File: src/rtl/arbiter_wrr_n_pkg.sv
// Shared types and helpers for the weighted round-robin arbiter family.
// rr_next is the modulo-n increment used by every round-robin scan.
package arb_pkg;

    typedef enum logic [0:0] {
        IDLE = 1'b0,
        BUSY = 1'b1
    } arb_state_e;

    function automatic int rr_next(input int idx, input int n);
        return (idx >= n - 1) ? 0 : idx + 1;
    endfunction

endpackage

File: src/rtl/arbiter_wrr_n_if.sv
// Bundle of the N input streams, the merged output stream and the weights.
// Handshake: a beat moves on a rising edge where valid and ready are both 1; valid never waits on ready.
interface arbiter_wrr_n_if #(
    parameter int N      = 4,
    parameter int DWIDTH = 20,
    parameter int WWIDTH = 4,
    parameter int IDW    = $clog2(N)
);
    import arb_pkg::*;

    logic [N-1:0]              in_valid;
    logic [N-1:0][DWIDTH-1:0]  in_data;
    logic [N-1:0]              in_last;
    logic [N-1:0]              in_ready;
    logic [N-1:0][WWIDTH-1:0]  weight;
    logic                      out_valid;
    logic [DWIDTH-1:0]         out_data;
    logic                      out_last;
    logic [IDW-1:0]            out_id;
    logic                      out_ready;
    arb_state_e                dbg_state;

    modport slave (
        input  in_valid, in_data, in_last, weight, out_ready,
        output in_ready, out_valid, out_data, out_last, out_id, dbg_state
    );

    modport master (
        output in_valid, in_data, in_last, weight, out_ready,
        input  in_ready, out_valid, out_data, out_last, out_id, dbg_state
    );

endinterface

File: src/rtl/arbiter_rr_pick.sv
// Combinational round-robin picker: first requester scanning upward from last_gnt+1, wrapping at N.
module arbiter_rr_pick
    import arb_pkg::*;
#(
    parameter int N   = 4,
    parameter int IDW = $clog2(N)
) (
    input  logic [N-1:0]   req,
    input  logic [IDW-1:0] last_gnt,
    output logic [IDW-1:0] gnt_idx,
    output logic           any
);

    logic [IDW-1:0] idx;

    always_comb begin
        gnt_idx = '0;
        any     = 1'b0;
        idx     = IDW'(rr_next(int'(last_gnt), N));
        for (int k = 0; k < N; k++) begin
            if (!any && req[idx]) begin
                any     = 1'b1;
                gnt_idx = idx;
            end
            idx = IDW'(rr_next(int'(idx), N));
        end
    end

endmodule

File: src/rtl/arbiter_wrr_n.sv
// N-input weighted round-robin arbiter with packet locking and a one-deep output register slice.
// A grant lasts up to max(weight,1) whole packets; releases early if the owner goes idle between packets.
module arbiter_wrr_n
    import arb_pkg::*;
#(
    parameter int N      = 4,
    parameter int DWIDTH = 20,
    parameter int WWIDTH = 4,
    parameter int IDW    = $clog2(N)
) (
    input logic             clk,
    input logic             rst,
    arbiter_wrr_n_if.slave  bus
);

    arb_state_e        state_q, state_d;
    logic [IDW-1:0]    gnt_q, gnt_d;
    logic [IDW-1:0]    last_gnt_q, last_gnt_d;
    logic [WWIDTH-1:0] credit_q, credit_d;
    logic              pkt_open_q, pkt_open_d;
    logic              out_valid_q, out_valid_d;
    logic [DWIDTH-1:0] out_data_q, out_data_d;
    logic              out_last_q, out_last_d;
    logic [IDW-1:0]    out_id_q, out_id_d;

    logic [IDW-1:0]    pick_idx;
    logic              pick_any;
    logic [WWIDTH-1:0] wsel;
    logic              accept;
    logic              transfer;

    arbiter_rr_pick #(.N(N), .IDW(IDW)) u_pick (
        .req      (bus.in_valid),
        .last_gnt (last_gnt_q),
        .gnt_idx  (pick_idx),
        .any      (pick_any)
    );

    assign wsel     = bus.weight[pick_idx];
    assign accept   = !out_valid_q || bus.out_ready;
    assign transfer = (state_q == BUSY) && bus.in_valid[gnt_q] && accept;

    always_ff @(posedge clk) begin
        if (rst) begin
            state_q     <= IDLE;
            gnt_q       <= '0;
            last_gnt_q  <= IDW'(N - 1);
            credit_q    <= '0;
            pkt_open_q  <= 1'b0;
            out_valid_q <= 1'b0;
            out_data_q  <= '0;
            out_last_q  <= 1'b0;
            out_id_q    <= '0;
        end else begin
            state_q     <= state_d;
            gnt_q       <= gnt_d;
            last_gnt_q  <= last_gnt_d;
            credit_q    <= credit_d;
            pkt_open_q  <= pkt_open_d;
            out_valid_q <= out_valid_d;
            out_data_q  <= out_data_d;
            out_last_q  <= out_last_d;
            out_id_q    <= out_id_d;
        end
    end

    always_comb begin
        state_d     = state_q;
        gnt_d       = gnt_q;
        last_gnt_d  = last_gnt_q;
        credit_d    = credit_q;
        pkt_open_d  = pkt_open_q;
        out_valid_d = out_valid_q;
        out_data_d  = out_data_q;
        out_last_d  = out_last_q;
        out_id_d    = out_id_q;

        case (state_q)
            IDLE: begin
                if (pick_any) begin
                    state_d    = BUSY;
                    gnt_d      = pick_idx;
                    last_gnt_d = pick_idx;
                    credit_d   = (wsel == '0) ? WWIDTH'(1) : wsel;
                    pkt_open_d = 1'b0;
                end
            end
            BUSY: begin
                if (transfer) begin
                    if (bus.in_last[gnt_q]) begin
                        pkt_open_d = 1'b0;
                        credit_d   = credit_q - WWIDTH'(1);
                        if (credit_q == WWIDTH'(1)) state_d = IDLE;
                    end else begin
                        pkt_open_d = 1'b1;
                    end
                end else if (!pkt_open_q && !bus.in_valid[gnt_q]) begin
                    // Owner went quiet between packets: give the bus back, leftover credit is lost.
                    state_d  = IDLE;
                    credit_d = '0;
                end
            end
            default: state_d = IDLE;
        endcase

        if (transfer) begin
            out_valid_d = 1'b1;
            out_data_d  = bus.in_data[gnt_q];
            out_last_d  = bus.in_last[gnt_q];
            out_id_d    = gnt_q;
        end else if (bus.out_ready) begin
            out_valid_d = 1'b0;
        end
    end

    always_comb begin
        bus.in_ready = '0;
        if ((state_q == BUSY) && accept) bus.in_ready[gnt_q] = 1'b1;
        bus.out_valid = out_valid_q;
        bus.out_data  = out_data_q;
        bus.out_last  = out_last_q;
        bus.out_id    = out_id_q;
        bus.dbg_state = state_q;
    end

endmodule

File: src/flat_wrapper.sv
// flat-port wrapper written by rule: the top's interface ports become plain ports
module arbiter_wrr_n_flat import arb_pkg::*;
#(
    parameter int N      = 4,
    parameter int DWIDTH = 20,
    parameter int WWIDTH = 4,
    parameter int IDW    = $clog2(N)
)
  (clk, rst, bus_in_valid, bus_in_data, bus_in_last, bus_weight, bus_out_ready, bus_in_ready, bus_out_valid, bus_out_data, bus_out_last, bus_out_id, bus_dbg_state);
  arbiter_wrr_n_if #(.N(N), .DWIDTH(DWIDTH), .WWIDTH(WWIDTH), .IDW(IDW)) bus_i ();
  input logic clk;
  input logic rst;
  input wire logic [$bits(bus_i.in_valid)-1:0] bus_in_valid;
  input wire logic [$bits(bus_i.in_data)-1:0] bus_in_data;
  input wire logic [$bits(bus_i.in_last)-1:0] bus_in_last;
  input wire logic [$bits(bus_i.weight)-1:0] bus_weight;
  input wire logic [$bits(bus_i.out_ready)-1:0] bus_out_ready;
  output wire logic [$bits(bus_i.in_ready)-1:0] bus_in_ready;
  output wire logic [$bits(bus_i.out_valid)-1:0] bus_out_valid;
  output wire logic [$bits(bus_i.out_data)-1:0] bus_out_data;
  output wire logic [$bits(bus_i.out_last)-1:0] bus_out_last;
  output wire logic [$bits(bus_i.out_id)-1:0] bus_out_id;
  output wire logic [$bits(bus_i.dbg_state)-1:0] bus_dbg_state;
  assign bus_i.in_valid = bus_in_valid;
  assign bus_i.in_data = bus_in_data;
  assign bus_i.in_last = bus_in_last;
  assign bus_i.weight = bus_weight;
  assign bus_i.out_ready = bus_out_ready;
  assign bus_in_ready = bus_i.in_ready;
  assign bus_out_valid = bus_i.out_valid;
  assign bus_out_data = bus_i.out_data;
  assign bus_out_last = bus_i.out_last;
  assign bus_out_id = bus_i.out_id;
  assign bus_dbg_state = bus_i.dbg_state;
  arbiter_wrr_n #(.N(N), .DWIDTH(DWIDTH), .WWIDTH(WWIDTH), .IDW(IDW)) u_core (.clk(clk), .rst(rst), .bus(bus_i));
endmodule
File: config.mk
export PLATFORM = sky130hd
export DESIGN_NAME = arbiter_wrr_n_flat
export DESIGN_NICKNAME = d
export VERILOG_FILES = /design/src/rtl/arbiter_wrr_n_pkg.sv /design/src/rtl/arbiter_wrr_n_if.sv /design/src/rtl/arbiter_rr_pick.sv /design/src/rtl/arbiter_wrr_n.sv /design/src/flat_wrapper.sv
export SDC_FILE = /design/constraint.sdc
export NUM_CORES = 1
export LEC_CHECK = 0
export ABC_AREA = 1
export BUFFER_PORTS_ARGS = -buffer_cell sky130_fd_sc_hd__buf_4
export CAP_MARGIN = 20
export CORE_ASPECT_RATIO = 1.25
export CORE_UTILIZATION = 40
export CTS_BUF_LIST = sky130_fd_sc_hd__clkbuf_4
export DETAILED_ROUTE_END_ITERATION = 8
export GPL_ROUTABILITY_DRIVEN = 0
export MAX_ROUTING_LAYER = met4
export PLACE_DENSITY = 0.75
export RECOVER_POWER = 100
export SLEW_MARGIN = 20
export SYNTH_ARGS = -nofsm -noshare
export SYNTH_HDL_FRONTEND = slang
export SYNTH_SLANG_ARGS = --single-unit
File: constraint.sdc
create_clock -name clk -period 5.63 [get_ports clk]
set_clock_uncertainty 0.2 [all_clocks]
set_input_delay 1.126 -clock clk [delete_from_list [all_inputs] [get_ports clk]]
set_output_delay 1.126 -clock clk [all_outputs]
set_load 0.02 [all_outputs]
==> results.md <==
* Result of the run: finished with violations
* Violations in the final reports: DRC
* Synth Net Count at around 460
* Chip Width at around 69 um
* Starting DRC count in detailed routing at 86
* Residual DRC count at 1
* Number of vias in the routed layout at 2904
* Tightest hold margin at just under 0.3 ns
* Number of enable flip-flop cells after synthesis at 0
* Initial core utilization at 0.416
* Crit Path Class: flop to flop
* Number of primary I/O pins at around 140
* Vias in the first global route at between 2000 and 3000
* P_leak at about 0.0016 uW
* Worst path buffer plus inverter count at 4
* Warning count from the yosys run at 0
* Largest net degree at the start of global routing at 52
* Element type at the critical path end: flop
* Clock root cell: clkbuf_4
* Die area at just under 6000 um2
* Mean instance size in the synthesized netlist at around 6.4 um2
* Delay of the slowest cell on the worst path at 0.91 ns
* Largest cells by area after synthesis: dfxtp_1, nand2_1, nand3_1
* Setup fix buffers added after clock tree synthesis at 0
* Detailed Route WL at between 7000 and 8000 um
* Top FF cell, synth: dfxtp_1
* Critical Path Start Type: flop
* Antenna diode count at 0
* Total CTS buffers at 5
* Share of final-layout standard cells stronger than drive strength 1 at 0.271
* Remaining number of nets flagged by the antenna check after routing at 0
* Power per standard cell area at 460 nW/um2
* CTS tree: built
* Post-cts hold buffer count at 0
* Routed wirelength normalized by instance count at 13.6 um
* Top cell family by delay on the critical path: buffers and inverters
* Tot GR Track Use at 0.259
* Peak VDD IR at between 150 and 200 uV
* Unrepaired setup endpoints after global routing: no
* Final-report hold violation count at 0
* Synthesized cell area at roughly 2200 um2
* Count of different cell masters after synthesis at 29
* Total congestion overflow at 0
* Detail Placement HPWL at between 5000 and 6000 um
* Filler instances at between 500 and 600
* Max clock buf depth at 2
* First-pass iteration count of the detailed router at 6
* Synthesized instance count at about 350
* Syn-to-layout area delta at 42.9%
* Cell taking the most area after synthesis: dfxtp_1
* Data arrival time of the critical path at ~3.8 ns
* Number of register bits inferred by synthesis at 34
* Number of port buffers at 135
* Number of vias per cell after detailed routing at between 5 and 6
* CTS clock-pin slew for the worst setup and hold paths at 0.10 ns
* Clk Latency, worst-skew pair at 0.34 ns
* Setup Viol. Count Final at 0
* Critical-path cell list: nand2_1, inv_1, nand2_1, o2111ai_1, nand3_1, inv_1, buf_4, nand2_1, o21ai_0, inv_1, o21ai_0, a21oi_2
* Top cell type's share of synthesized area at 0.303
* Count of clock tree sinks at 34
* CTS H-tree lvls at 2
* Hold/Removal Path Class: flop to flop
* Worst-margin pin slew at between 0.8 and 0.9 ns
* Min cycle time layout at ~3.7 ns
* Post_cts resized at 0
* Share of the cycle needed by the critical path after routing at 0.659
* Max-slew headroom at 0.415
* Slowest cell on the critical path: dfxtp_1
* Final count of pins violating max slew at 0
* Std-Cell Core Area at roughly 5400 um2
* Wire length of the first global-routing pass at 12200 um
* Asr flop ratio synth at 0
* Sum of negative setup slack at 0 ns
* Row count at 30
* Number of violations of the max-capacitance limit at 0
* Die Height at between 80 and 90 um
* CP Max Fanout at between 50 and 60
* FMAX at approximately 270 MHz
* Sequential fraction of the synthesis area at 0.303
* Required @ worst endpoint at 5.67 ns
* Number of antenna violations at the first check in global routing at 0
* Nets at between 500 and 600
==> cell usage in the layout (no fill, tap or decap), drive strengths merged <==
cell,count
buf,108
nand2,107
nand3,48
dfxtp,34
a21oi,34
clkbuf,34
o21ai,31
inv,28
a221oi,22
nor2,14
ha,3
or2,2
nand4,2
a31oi,2
clkinv,2
nor3,1
o2111ai,1
nand3b,1
o21bai,1
o21a,1
o211ai,1
o31ai,1
clkinvlp,1
==> routing by layer <==
layer  track usage  up-vias  wire (um)
met3        0.0541       18        531
met4         0.108        0        186
met1         0.293     1279       3000
met5             -        -          0
met2         0.444      140       3690
li1              -     1467          -
==> area by class of cell <==
cell class                      count  area, um2  area share
Multi-Input combinational cell    272       1370       0.427
Tap cell                           64       80.1      0.0249
Sequential cell                    34        681       0.212
Clock inverter                      3       16.3     0.00506
Inverter                           28        105      0.0327
Timing Repair Buffer              137        920       0.286
Clock buffer                        5       37.5      0.0117
==> worst paths after layout <==
kind | start | endpoint | slack, ns | cells past startpoint
worst max-delay path | u_core.gnt_q[0]$_SDFFE_PP0P_ | u_core.credit_q[0]$_SDFFE_PP0P_ | 1.92 | 12
worst min-delay path | u_core.pkt_open_q$_SDFFE_PP0P_ | u_core.pkt_open_q$_SDFFE_PP0P_ | 0.29 | 2
worst min register to register | u_core.pkt_open_q$_SDFFE_PP0P_ | u_core.pkt_open_q$_SDFFE_PP0P_ | 0.29 | 2
worst max register to register | u_core.gnt_q[0]$_SDFFE_PP0P_ | u_core.credit_q[0]$_SDFFE_PP0P_ | 1.92 | 12
==> state kept, by name, summed over array words and instances, names as in the netlist <==
signal,flops
u_core.bus.dbg_state,1
u_core.bus.out_data,20
u_core.bus.out_id,2
u_core.bus.out_last,1
u_core.bus.out_valid,1
u_core.credit_q,4
u_core.gnt_q,2
u_core.last_gnt_q,2
u_core.pkt_open_q,1
==> through the flow <==
stage | power, uW | setup WS [ns] | area (um2) | utilization | std cells
final | 1480 | 1.92 | 3210 | 0.594 | 543
after global routing | 1630 | 1.49 | 3210 | 0.594 | 543
after CTS | 1550 | 2.06 | 3340 | 0.618 | 543
after detailed placement | 1420 | 2.07 | 3290 | 0.608 | 535
after global placement | 1400 | 2.24 | 3290 | 0.608 | 535
after floorplan | 1110 | 2.52 | 2250 | - | 352
==> kinds of logic (layout without fill, tap and decap cells) <==
| family | after synthesis | count (layout) | synth area share |
|---|---|---|---|
| AOI/OAI and AO/OA | 94 | 94 | 0.257 |
| adders and majority gates | 3 | 3 | 0.0167 |
| buffers and inverters | 46 | 173 | 0.0780 |
| DFF | 34 | 34 | 0.303 |
| and+or+nand+nor | 175 | 175 | 0.346 |
==> worst min-delay path, delay by kind of cell (launching register included) <==
kind | cells | cell delay (ns)
AOI/OAI and AO/OA | 1 | 0.06
DFF | 1 | 0.32
and+or+nand+nor | 1 | 0.07
==> where the power goes <==
part | switching, uW | internal (uW) | total (uW)
sequential | 63.9 | 320 | 384
clock | 87.2 | 46.4 | 134
combinational | 629 | 332 | 960
total | 780 | 698 | 1480
==> synthesized netlist by cell type, types with 2 or more instances <==
library cell and n:
nor2_2 2, a21oi_1 33, buf_1 2, inv_2 2
nand2_1 96, o21ai_0 30, inv_1 26, a31oi_1 2
a221oi_1 22, nor2_1 11, nand3_1 48, nand2_2 10
clkbuf_1 14, buf_2 2, ha_1 3, dfxtp_1 34
nand4_1 2, or2_2 2
Note: power is estimated with default switching activity, not from simulation.
